==> src/rtl/scarv_cop_aes_issue.sv <==
// Issue/writeback sequencer in front of the co-processor AES unit: holds one
// instruction stable for the unit's 4-cycle sequence, then presents its result.
module scarv_cop_aes_issue #(
    parameter int TIMEOUT = 8
) (
    input  logic        g_clk,
    input  logic        g_resetn,

    input  logic        dec_valid,
    output logic        dec_ready,
    input  logic [31:0] dec_rs1,
    input  logic [31:0] dec_rs2,
    input  logic [31:0] dec_rs3,
    input  logic [31:0] dec_imm,
    input  logic [2:0]  dec_pw,
    input  logic [3:0]  dec_class,
    input  logic [4:0]  dec_subclass,
    input  logic [3:0]  dec_rd,
    input  logic        flush,

    output logic        aes_ivalid,
    output logic [31:0] aes_rs1,
    output logic [31:0] aes_rs2,
    output logic [31:0] aes_rs3,
    output logic [31:0] id_imm,
    output logic [2:0]  id_pw,
    output logic [3:0]  id_class,
    output logic [4:0]  id_subclass,
    input  logic        aes_idone,
    input  logic [3:0]  aes_cpr_rd_ben,
    input  logic [31:0] aes_cpr_rd_wdata,

    output logic        wb_valid,
    input  logic        wb_ready,
    output logic [3:0]  wb_rd,
    output logic [3:0]  wb_ben,
    output logic [31:0] wb_wdata,

    output logic        busy,
    output logic        err_timeout
);

    localparam int CW = $clog2(TIMEOUT);
    localparam logic [CW-1:0] CNT_LAST = CW'(TIMEOUT - 1);

    typedef enum logic [1:0] {
        IDLE = 2'd0,
        BUSY = 2'd1,
        DONE = 2'd2,
        ERR  = 2'd3
    } state_t;

    state_t        state_q;
    logic [31:0]   rs1_q, rs2_q, rs3_q, imm_q;
    logic [2:0]    pw_q;
    logic [3:0]    class_q;
    logic [4:0]    subclass_q;
    logic [3:0]    rd_q;
    logic [3:0]    ben_q;
    logic [31:0]   wdata_q;
    logic [CW-1:0] cnt_q;
    logic          flush_pend_q;

    logic in_busy;
    logic in_done;
    logic accept;

    assign in_busy = (state_q == BUSY);
    assign in_done = (state_q == DONE);
    assign accept  = dec_valid && dec_ready;

    // NOTE: every holding register is reset as well, so no operand or result
    // from before the reset can ever reach the AES unit or the CPR port.
    always_ff @(posedge g_clk) begin
        if (!g_resetn) begin
            state_q      <= IDLE;
            rs1_q        <= '0;
            rs2_q        <= '0;
            rs3_q        <= '0;
            imm_q        <= '0;
            pw_q         <= '0;
            class_q      <= '0;
            subclass_q   <= '0;
            rd_q         <= '0;
            ben_q        <= '0;
            wdata_q      <= '0;
            cnt_q        <= '0;
            flush_pend_q <= 1'b0;
        end else begin
            // NOTE: non-blocking assignments only, so every branch below sees
            // the pre-edge values of all registers regardless of order.
            unique case (state_q)
                IDLE: begin
                    if (accept) begin
                        state_q      <= BUSY;
                        rs1_q        <= dec_rs1;
                        rs2_q        <= dec_rs2;
                        rs3_q        <= dec_rs3;
                        imm_q        <= dec_imm;
                        pw_q         <= dec_pw;
                        class_q      <= dec_class;
                        subclass_q   <= dec_subclass;
                        rd_q         <= dec_rd;
                        cnt_q        <= '0;
                        flush_pend_q <= 1'b0;
                    end
                end

                BUSY: begin
                    if (cnt_q != CNT_LAST) begin
                        cnt_q <= cnt_q + CW'(1);
                    end
                    if (aes_idone || (cnt_q == CNT_LAST)) begin
                        // Sequence over: operands are no longer needed.
                        rs1_q        <= '0;
                        rs2_q        <= '0;
                        rs3_q        <= '0;
                        imm_q        <= '0;
                        pw_q         <= '0;
                        class_q      <= '0;
                        subclass_q   <= '0;
                        flush_pend_q <= 1'b0;
                    end
                    if (aes_idone) begin
                        if (flush || flush_pend_q) begin
                            state_q <= IDLE;
                            rd_q    <= '0;
                        end else begin
                            state_q <= DONE;
                            ben_q   <= aes_cpr_rd_ben;
                            wdata_q <= aes_cpr_rd_wdata;
                        end
                    end else if (cnt_q == CNT_LAST) begin
                        state_q <= ERR;
                        rd_q    <= '0;
                    end else if (flush) begin
                        // The unit cannot be aborted; just drop its result later.
                        flush_pend_q <= 1'b1;
                    end
                end

                DONE: begin
                    if (flush || wb_ready) begin
                        state_q <= IDLE;
                        rd_q    <= '0;
                        ben_q   <= '0;
                        wdata_q <= '0;
                    end
                end

                ERR: begin
                    state_q <= ERR;
                end

                default: state_q <= IDLE;
            endcase
        end
    end

    assign dec_ready   = (state_q == IDLE) && !flush;
    assign busy        = (state_q != IDLE);
    assign err_timeout = (state_q == ERR);

    assign aes_ivalid  = in_busy;
    assign aes_rs1     = in_busy ? rs1_q      : '0;
    assign aes_rs2     = in_busy ? rs2_q      : '0;
    assign aes_rs3     = in_busy ? rs3_q      : '0;
    assign id_imm      = in_busy ? imm_q      : '0;
    assign id_pw       = in_busy ? pw_q       : '0;
    assign id_class    = in_busy ? class_q    : '0;
    assign id_subclass = in_busy ? subclass_q : '0;

    assign wb_valid    = in_done;
    assign wb_rd       = in_done ? rd_q    : '0;
    assign wb_ben      = in_done ? ben_q   : '0;
    assign wb_wdata    = in_done ? wdata_q : '0;

endmodule
==> config.mk <==
export PLATFORM = sky130hd
export DESIGN_NAME = scarv_cop_aes_issue
export DESIGN_NICKNAME = d
export VERILOG_FILES = /design/src/rtl/scarv_cop_aes_issue.sv
export SDC_FILE = /design/constraint.sdc
export NUM_CORES = 1
export LEC_CHECK = 0
export ABC_AREA = 1
export CORE_AREA = 2 2 164 166
export CTS_BUF_LIST = sky130_fd_sc_hd__clkbuf_4 sky130_fd_sc_hd__clkbuf_8
export DETAILED_ROUTE_END_ITERATION = 8
export DIE_AREA = 0 0 166 168
export GPL_ROUTABILITY_DRIVEN = 0
export PLACE_DENSITY_LB_ADDON = 0.2
export SYNTH_ARGS = -nofsm -noshare
export SYNTH_HDL_FRONTEND = slang
export SYNTH_SLANG_ARGS = --single-unit
==> constraint.sdc <==
create_clock -name g_clk -period 1.9 [get_ports g_clk]
set_clock_uncertainty 0.2 [all_clocks]
set_input_delay 0.19 -clock g_clk [delete_from_list [all_inputs] [get_ports g_clk]]
set_output_delay 0.19 -clock g_clk [all_outputs]
set_load 0.02 [all_outputs]
==> results of run 1 <==
==> worst max path at each step <==
stage               cells past startpoint               startpoint                 endpoint  slack, ns
finish                                  7  state_q[1]$_SDFFE_PN0P_               aes_rs3[1]      -0.24
global route                            7  state_q[1]$_SDFFE_PN0P_               aes_rs3[1]      -0.32
detailed placement                      9  state_q[1]$_SDFFE_PN0P_    rs1_q[8]$_SDFFE_PN0P_      -0.15
floorplan                              12  state_q[1]$_SDFFE_PN0P_  class_q[0]$_SDFFE_PN0P_      0.001
CTS                                     6  state_q[0]$_SDFFE_PN0P_              wb_wdata[3]      -0.65
global placement                        6  state_q[0]$_SDFFE_PN0P_              wb_wdata[5]      -0.14
==> layout by cell type, fill, tap and decap left out, drive strengths merged <==
cell,instances
inv,279
nand2,275
nor2,250
buf,221
dfxtp,186
clkdlybuf4s50,184
o21ai,181
nand3,139
clkbuf,83
ha,7
clkinv,7
a21oi,5
clkdlybuf4s15,4
diode,1
nor3,1
dlygate4sd3,1
==> cell type report <==
type	count	area, um2	area share
well taps	341	427	0.0298
clock buffers	19	262	0.0182
diodes	1	2.50	0.000175
inverters	273	1030	0.0721
clock inverters	13	125	0.00873
repair buffers	474	4690	0.327
multi-input cells	858	4070	0.284
flip-flops and latches	186	3730	0.260
==> power breakdown <==
group / switching [mW] / internal [mW] / leakage (nW)
logic: 5.70 / 4.79 / 6.01
clock network: 1.61 / 1.04 / 0.200
registers: 0.702 / 5.01 / 1.52
==> state kept, by name, indices dropped and copies added (netlist names) <==
signal        cells
rs2_q            32
imm_q            32
ben_q             4
wdata_q          32
rs1_q            32
rs3_q            32
state_q           2
rd_q              4
pw_q              3
flush_pend_q      1
cnt_q             3
class_q           4
subclass_q        5
==> tightest hold or removal path, cell delays in order <==
cell and delay, ns:
clkdlybuf4s50_1 0.39, nand2_1 0.06, o21ai_1 0.05
==> per-stage QoR <==
step | setup TNS, ns | utilization | setup WS [ns] | hold WS (ns) | power, mW
2_1_floorplan | 0 | - | 0.00116 | 0.131 | 10.8
3_3_place_gp | -21.25 | 0.506 | -0.138 | 0.257 | 14.1
3_5_place_dp | -26.28 | 0.506 | -0.154 | 0.263 | 14.2
4_1_cts | -110.46 | 0.521 | -0.651 | 0.0173 | 17.0
5_1_grt | -67.34 | 0.544 | -0.322 | 0.0280 | 20.2
6_report | -33.64 | 0.544 | -0.236 | 0.0523 | 18.8
==> layer usage <==
layer | global-route usage | wire [um]
met5 | 0 | 16
met3 | 0.0585 | 1910
met4 | 0.0526 | 639
met2 | 0.342 | 15100
met1 | 0.238 | 12800
==> cell families after synthesis <==
group,synth area share
buffers and inverters,0.171
AND/OR/NAND/NOR,0.299
AO/OA/AOI/OAI,0.105
adder cells (fa/ha/maj),0.00977
flip-flops,0.415
==> timing repair <==
item                                   in CTS  in global routing
resized for setup                         115                749
setup endpoints to repair                 359                371
gates cloned                                1                 12
hold buffers                                1                  0
pin swaps                                   0                 24
buffers inserted                            0                 28
endpoints found under the hold margin      14                  0
==> impl_metrics.tcl, run 1 <==
set metrics [dict create \
    grt_first_pass_wirelength_um 44800 \
    synth_common_cells "274 x nand2_1, 270 x inv_1, 249 x nor2_1" \
    die_w_um 166 \
    ys_types 21 \
    ys_warn_count 0 \
    track_usage 0.197 \
    whs_path_depth 3 \
    async_flop_share 0 \
    wirelength_um 30500 \
    path_clk_slew_ns 0.11 \
    first_pass_iters 5 \
    reg2reg_slack_ns -0.18 \
    grt_max_degree 63 \
    clock_sinks 186 \
    power.leakage_nw 7.74 \
    insertion_delay_ns 0.46 \
    synth.largest_area_cell "dfxtp_1" \
    fin_crit_ns 2.14 \
    cts_buffers 17 \
    syn_avg_cell_area_um2 6.33 \
    fin_cells 2165 \
    viasPerCell 4.50 \
    start_util 0.340 \
    grt-ovfl-total 0 \
    setup_viol_count_final 289 \
    hold_viol_final 0 \
    ios 371 \
    vias 9745 \
    drv_cap 0 \
    critPathLaunchType "flop" \
    crit_family "buffers and inverters" \
    rsz0062_at_grt "true" \
    netlist_instances 1417 \
    worstHoldStart "dec_rs2[8]" \
    min_path_type "primary input to flop" \
    fin_area_mm2 0.0143 \
    drive_gt1_frac 0.280 \
    r2r-end "rs2_q[0]$_SDFFE_PN0P_" \
    nets 2003 \
    status "finished with violations" \
    dpl.hpwl_um 20400 \
    placed_area_mm2 0.0133 \
    slowest_stage "dfxtp_4" \
    post-place-cells 2090 \
    antenna_found_initial 2 \
    netlist_area_mm2 0.00896 \
    grt_pass1_vias 8768 \
    n_fill_cell 2674 \
    area_delta_synth_final_pct 60.0 \
    powerDensity_mw_per_mm2 1310 \
    cts_root_buf "clkbuf_8" \
    h-tree-depth 4 \
    ys_top_cells_by_area "dfxtp_1 42%, nand2_1 11%, inv_1 11%" \
    routedWlPerCell_um 14.1 \
    cts_buffer_depth 2 \
    fin_crit_sh 1.12 \
    violations "setup timing" \
    ys.flop_type "dfxtp_1" \
    required_ns 1.51 \
    port_buffers 370 \
    relSlewSlack 0.661 \
    cp.arrival_ns 1.75 \
    yosysTopAreaCellShare 0.415 \
    max_freq_ghz 0.468 \
    worst_r2r_startpoint "state_q[1]$_SDFFE_PN0P_" \
    synth.most_common_cell "nand2_1" \
    die-area_mm2 0.0279 \
    synth_edf_count 0 \
    yosysSeqAreaShare 0.415 \
    cp_num_buf_inv 5 \
    path_class "flop to output pin" \
    cp_max_fo 10 \
    dieHeight_um 168 \
    crit_chain "inv_4, ha_4, buf_4, buf_12, nand2_1, inv_2, clkdlybuf4s15_2" \
    antenna_left 0 \
    cts_tree "built" \
    synth_fp_nets 1610 \
    tightest_slew_ns 0.508 \
    drt_iter0_markers 611 \
    core-area_mm2 0.0264 \
    crit_path_end_kind "output pin" \
    ir_drop_v 0.000795 \
    layout_setup_ws_ns -0.236 \
    rows 60 \
    yosys_register_bits 186 \
    min_to "rs2_q[8]$_SDFFE_PN0P_" \
    drc 0 \
    reg2reg_depth 10 \
    cpPeakStageDelay_ns 0.37 \
    slew_violations 0 \
]
(Power assumes the default switching activity.)
==> run 2, diff against run 1 <==
--- a/config.mk
+++ b/config.mk
@@ -6,11 +6,13 @@
 export NUM_CORES = 1
 export LEC_CHECK = 0
 export ABC_AREA = 1
+export CAP_MARGIN = 0
 export CORE_AREA = 2 2 164 166
 export CTS_BUF_LIST = sky130_fd_sc_hd__clkbuf_4 sky130_fd_sc_hd__clkbuf_8
 export DETAILED_ROUTE_END_ITERATION = 8
 export DIE_AREA = 0 0 166 168
 export GPL_ROUTABILITY_DRIVEN = 0
+export HOLD_SLACK_MARGIN = 0.06
 export PLACE_DENSITY_LB_ADDON = 0.2
 export SYNTH_ARGS = -nofsm -noshare
 export SYNTH_HDL_FRONTEND = slang
==> impl_metrics.tcl, run 2 (synthesis results as in run 1) <==
set metrics [dict create \
    status "finished with violations" \
    violations "setup timing" \
    regArea_mm2 0.00373 \
    rows 60 \
    routedWlPerCell_um 14.9 \
    drc 0 \
    power.share.switching 0.428 \
    reg2reg_slack_ns -0.18 \
    fin_crit_sh 1.14 \
    whs_path_depth 3 \
    p_clk_frac 0.127 \
    cp_num_buf_inv 6 \
    pwr-share-comb 0.596 \
    grt_first_pass_wirelength_um 45900 \
    path_class "flop to output pin" \
    critPathLaunchType "flop" \
    relSlewSlack 0.614 \
    switchingPower_mw 8.97 \
    worst_r2r_startpoint "state_q[0]$_SDFFE_PN0P_" \
    hold_viol_final 0 \
    power.leakage_nw 8.15 \
    core-area_mm2 0.0264 \
    cts_buffers 17 \
    fin_crit_ns 2.16 \
    slowest_stage "dfxtp_4" \
    worstHoldStart "dec_imm[30]" \
    ir_drop_v 0.000737 \
    dpl.hpwl_um 20400 \
    dieHeight_um 168 \
    final_cell_mix "227 x nor2_1, 211 x nand2_1, 184 x dfxtp_1, 184 x clkdlybuf4s50_1, 144 x inv_1" \
    powerDensity_mw_per_mm2 1360 \
    ios 371 \
    antenna_left 0 \
    nets 2080 \
    cpPeakStageDelay_ns 0.39 \
    r2r-end "wdata_q[15]$_SDFFE_PN0P_" \
    setup_viol_count_final 339 \
    rsz0062_at_grt "true" \
    grt-ovfl-total 0 \
    area_delta_synth_final_pct 72.1 \
    cts_tree "built" \
    cts_buffer_depth 2 \
    start_util 0.340 \
    multi_input_area_mm2 0.00426 \
    path_clk_slew_ns 0.10 \
    internal_power_mw 12.0 \
    cp_max_fo 9 \
    layout_commonest_cell "nor2_1" \
    crit_family "buffers and inverters" \
    cts_root_buf "clkbuf_8" \
    drt_iter0_markers 641 \
    insertion_delay_ns 0.46 \
    die-area_mm2 0.0279 \
    track_usage 0.201 \
    drive_gt1_frac 0.301 \
    wirelength_um 33500 \
    port_buffers 370 \
    first_pass_iters 5 \
    tightest_slew_ns 0.579 \
    min_path_type "primary input to flop" \
    grt_pass1_vias 9123 \
    grt_max_degree 63 \
    sequentialPowerShare 0.277 \
    h-tree-depth 4 \
    crit_chain "inv_4, ha_4, buf_12, buf_4, clkbuf_16, nand2_1, inv_2, clkbuf_2" \
    drv_cap 0 \
    viasPerCell 4.59 \
    cp.arrival_ns 1.77 \
    antenna_found_initial 2 \
    pre_cts_ws_ns -0.154 \
    layout_setup_ws_ns -0.258 \
    vias 10300 \
    slew_violations 0 \
    crit_path_end_kind "output pin" \
    n_fill_cell 2471 \
    reg2reg_depth 11 \
    min_to "imm_q[30]$_SDFFE_PN0P_" \
    required_ns 1.51 \
    max_freq_ghz 0.463 \
    die_w_um 166 \
    clock_sinks 186 \
    finalPower_mw 20.9 \
]
-- run 2: routing by layer --
layer	wire, um	global-route usage	vias to the layer above
met3	2200	0.0590	45
met2	16600	0.351	321
met5	16	0	-
met1	14000	0.240	4719
li1	-	-	5203
met4	671	0.0590	2
-- run 2: power by group through the flow --
stage / Combinational (mW) / Sequential [mW] / Clock (mW)
4_1_cts: 8.73 / 5.59 / 2.74
3_5_place_dp: 8.54 / 5.68 / 0
2_1_floorplan: 5.29 / 5.49 / 0
6_report: 12.5 / 5.80 / 2.66
3_3_place_gp: 8.43 / 5.65 / 0
5_1_grt: 13.5 / 5.91 / 2.91
-- run 2: per-stage QoR --
step / utilization / hold WS [ns] / instances / cell area, um2 / TNS, ns
after global placement: 0.506 / 0.257 / 2090 / 13300 / -21.25
after floorplan: - / 0.131 / 1417 / 8990 / 0
final: 0.586 / 0.0855 / 2242 / 15400 / -38.33
after detailed placement: 0.506 / 0.263 / 2090 / 13300 / -26.28
after CTS: 0.543 / 0.0607 / 2180 / 14300 / -110.46
after global routing: 0.586 / 0.0621 / 2242 / 15400 / -67.61
-- run 2: layout make-up --
class	instances	area share
Clock inverter	13	0.00811
Inverter	273	0.0679
Timing Repair Buffer	551	0.361
Tap cell	341	0.0276
Multi-Input combinational cell	858	0.276
Clock buffer	19	0.0169
Sequential cell	186	0.242
Antenna cell	1	0.000162
-- run 2: timing repair --
item                       4_1_cts  5_1_grt
hold endpoints to repair        79        0
setup buffers                    0       38
setup endpoints to repair      359      371
resized for setup              115      812
cloned                           1       24
hold buffers                    57        0
pin swaps                        0       34
-- run 2: tightest hold or removal path, cell delays in order --
cell	delay [ns]
clkdlybuf4s50_1	0.40
nand2_1	0.07
o21ai_1	0.05
-- run 2: worst max-delay path by stage --
stage / from / end / slack, ns / cells after the start
floorplan: state_q[1]$_SDFFE_PN0P_ / class_q[0]$_SDFFE_PN0P_ / 0.001 / 12
global placement: state_q[0]$_SDFFE_PN0P_ / wb_wdata[5] / -0.14 / 6
detailed placement: state_q[1]$_SDFFE_PN0P_ / rs1_q[8]$_SDFFE_PN0P_ / -0.15 / 9
CTS: state_q[0]$_SDFFE_PN0P_ / wb_wdata[3] / -0.65 / 6
global route: state_q[1]$_SDFFE_PN0P_ / id_pw[0] / -0.36 / 8
finish: state_q[1]$_SDFFE_PN0P_ / id_pw[0] / -0.26 / 8
==> run 3, diff against run 2 <==
--- a/config.mk
+++ b/config.mk
@@ -9,11 +9,12 @@
 export CAP_MARGIN = 0
 export CORE_AREA = 2 2 164 166
 export CTS_BUF_LIST = sky130_fd_sc_hd__clkbuf_4 sky130_fd_sc_hd__clkbuf_8
+export CTS_CLUSTER_DIAMETER = 60
 export DETAILED_ROUTE_END_ITERATION = 8
 export DIE_AREA = 0 0 166 168
 export GPL_ROUTABILITY_DRIVEN = 0
 export HOLD_SLACK_MARGIN = 0.06
-export PLACE_DENSITY_LB_ADDON = 0.2
+export PLACE_DENSITY_LB_ADDON = 0.25
 export SYNTH_ARGS = -nofsm -noshare
 export SYNTH_HDL_FRONTEND = slang
 export SYNTH_SLANG_ARGS = --single-unit
==> impl_metrics.tcl, run 3 (synthesis results as in run 1) <==
set metrics [dict create \
    status "finished with violations" \
    violations "setup timing" \
    path_class "flop to output pin" \
    fin_crit_ns 2.18 \
    multi_input_area_mm2 0.00390 \
    whs_path_depth 3 \
    post-place-cells 2098 \
    ios 371 \
    drv_cap 0 \
    power.leakage_nw 7.76 \
    hold_viol_final 0 \
    dieHeight_um 168 \
    clock_sinks 186 \
    powerDensity_mw_per_mm2 1270 \
    cts_buffers 17 \
    viasPerCell 4.50 \
    cp_max_fo 24 \
    r2r-end "wdata_q[6]$_SDFFE_PN0P_" \
    grt_pass1_vias 9302 \
    die_w_um 166 \
    start_util 0.340 \
    rsz0062_at_grt "true" \
    final_cell_mix "249 x nor2_1, 245 x nand2_1, 184 x dfxtp_1, 184 x clkdlybuf4s50_1, 164 x inv_1" \
    rows 60 \
    fin_hold_ws_ns 0.0910 \
    layout_setup_ws_ns -0.283 \
    crit_chain "inv_4, ha_4, buf_6, nand2_1, inv_2, dlygate4sd2_1" \
    setup_viol_count_final 356 \
    die-area_mm2 0.0279 \
    min_path_type "primary input to flop" \
    reg2reg_slack_ns -0.17 \
    wirelength_um 30000 \
    h-tree-depth 4 \
    n_fill_cell 2499 \
    path_clk_slew_ns 0.11 \
    antenna_left 0 \
    crit_path_end_kind "output pin" \
    grt_max_degree 95 \
    grt_first_pass_wirelength_um 46100 \
    reg2reg_depth 9 \
    final_util 0.559 \
    insertion_delay_ns 0.46 \
    relSlewSlack 0.700 \
    grt-ovfl-total 0 \
    layout_commonest_cell "nor2_1" \
    first_pass_iters 5 \
    pre_cts_ws_ns -0.171 \
    required_ns 1.51 \
    antenna_found_initial 0 \
    drive_gt1_frac 0.244 \
    slew_violations 0 \
    cts_buffer_depth 2 \
    nets 2065 \
    min_to "imm_q[22]$_SDFFE_PN0P_" \
    worstHoldStart "dec_imm[22]" \
    routedWlPerCell_um 13.5 \
    area_delta_synth_final_pct 64.2 \
    fin_area_mm2 0.0147 \
    drc 0 \
    tightest_slew_ns 0.449 \
    fin_crit_sh 1.15 \
    slowest_stage "dfxtp_4" \
    n_antenna_cell 0 \
    placed_area_mm2 0.0134 \
    regArea_mm2 0.00373 \
    critPathLaunchType "flop" \
    cts_root_buf "clkbuf_8" \
    dpl.hpwl_um 19900 \
    worst_r2r_startpoint "state_q[1]$_SDFFE_PN0P_" \
    ir_drop_v 0.000721 \
    cp.arrival_ns 1.79 \
    port_buffers 370 \
    drt_iter0_markers 722 \
    track_usage 0.200 \
    core-area_mm2 0.0264 \
    max_freq_ghz 0.458 \
    vias 10000 \
    fin_cells 2226 \
    cpPeakStageDelay_ns 0.37 \
    cts_tree "built" \
]
-- run 3: layout make-up --
type	count	share of cell area
flip-flops and latches	186	0.253
inverters	273	0.0707
repair buffers	536	0.356
clock buffers	18	0.0168
clock inverters	14	0.00893
well taps	341	0.0290
multi-input cells	858	0.265
-- run 3: power breakdown --
group	switching, mW	internal, mW	leakage, nW	total (mW)
registers	0.636	5.01	1.52	5.64
clock network	1.63	0.999	0.194	2.63
logic	5.62	4.82	6.04	10.4
total	7.89	10.8	7.76	18.7
-- run 3: worst max-delay path by stage --
stage,from,endpoint,slack (ns),depth (start not counted)
6_report,state_q[1]$_SDFFE_PN0P_,id_imm[29],-0.28,6
5_1_grt,state_q[1]$_SDFFE_PN0P_,id_imm[29],-0.38,6
4_1_cts,state_q[1]$_SDFFE_PN0P_,aes_rs3[2],-0.33,7
3_5_place_dp,flush,rs1_q[2]$_SDFFE_PN0P_,-0.17,8
3_3_place_gp,state_q[0]$_SDFFE_PN0P_,wb_ben[2],-0.13,6
2_1_floorplan,state_q[1]$_SDFFE_PN0P_,class_q[0]$_SDFFE_PN0P_,0.001,12
-- run 3: what timing repair did --
item                                    CTS  global route
buffers inserted                         16            12
pin swaps                                 2             5
gates cloned                              3             9
hold buffers                             58             0
endpoints found under the setup margin  370           371
hold endpoints to repair                147             0
gates resized for setup                 669           298
-- run 3: layer usage --
metal / wire [um] / vias to the layer above / global-route usage
met3: 2040 / 36 / 0.0536
met2: 14500 / 316 / 0.343
met1: 12900 / 4503 / 0.243
met5: 0 / - / 0
li1: - / 5157 / -
met4: 588 / 0 / 0.0624
-- run 3: critical path, delay by kind of cell (launching register included) --
kind | cells | cell delay [ns]
buffers and inverters | 4 | 0.65
DFF | 1 | 0.37
adders and majority gates | 1 | 0.19
and+or+nand+nor | 1 | 0.11
-- run 3: stage by stage --
step / power (mW) / TNS, ns
6_report: 18.7 / -41.46
5_1_grt: 20.1 / -77.98
4_1_cts: 17.4 / -52.77
3_5_place_dp: 14.2 / -28.90
3_3_place_gp: 14.1 / -22.51
2_1_floorplan: 10.8 / 0
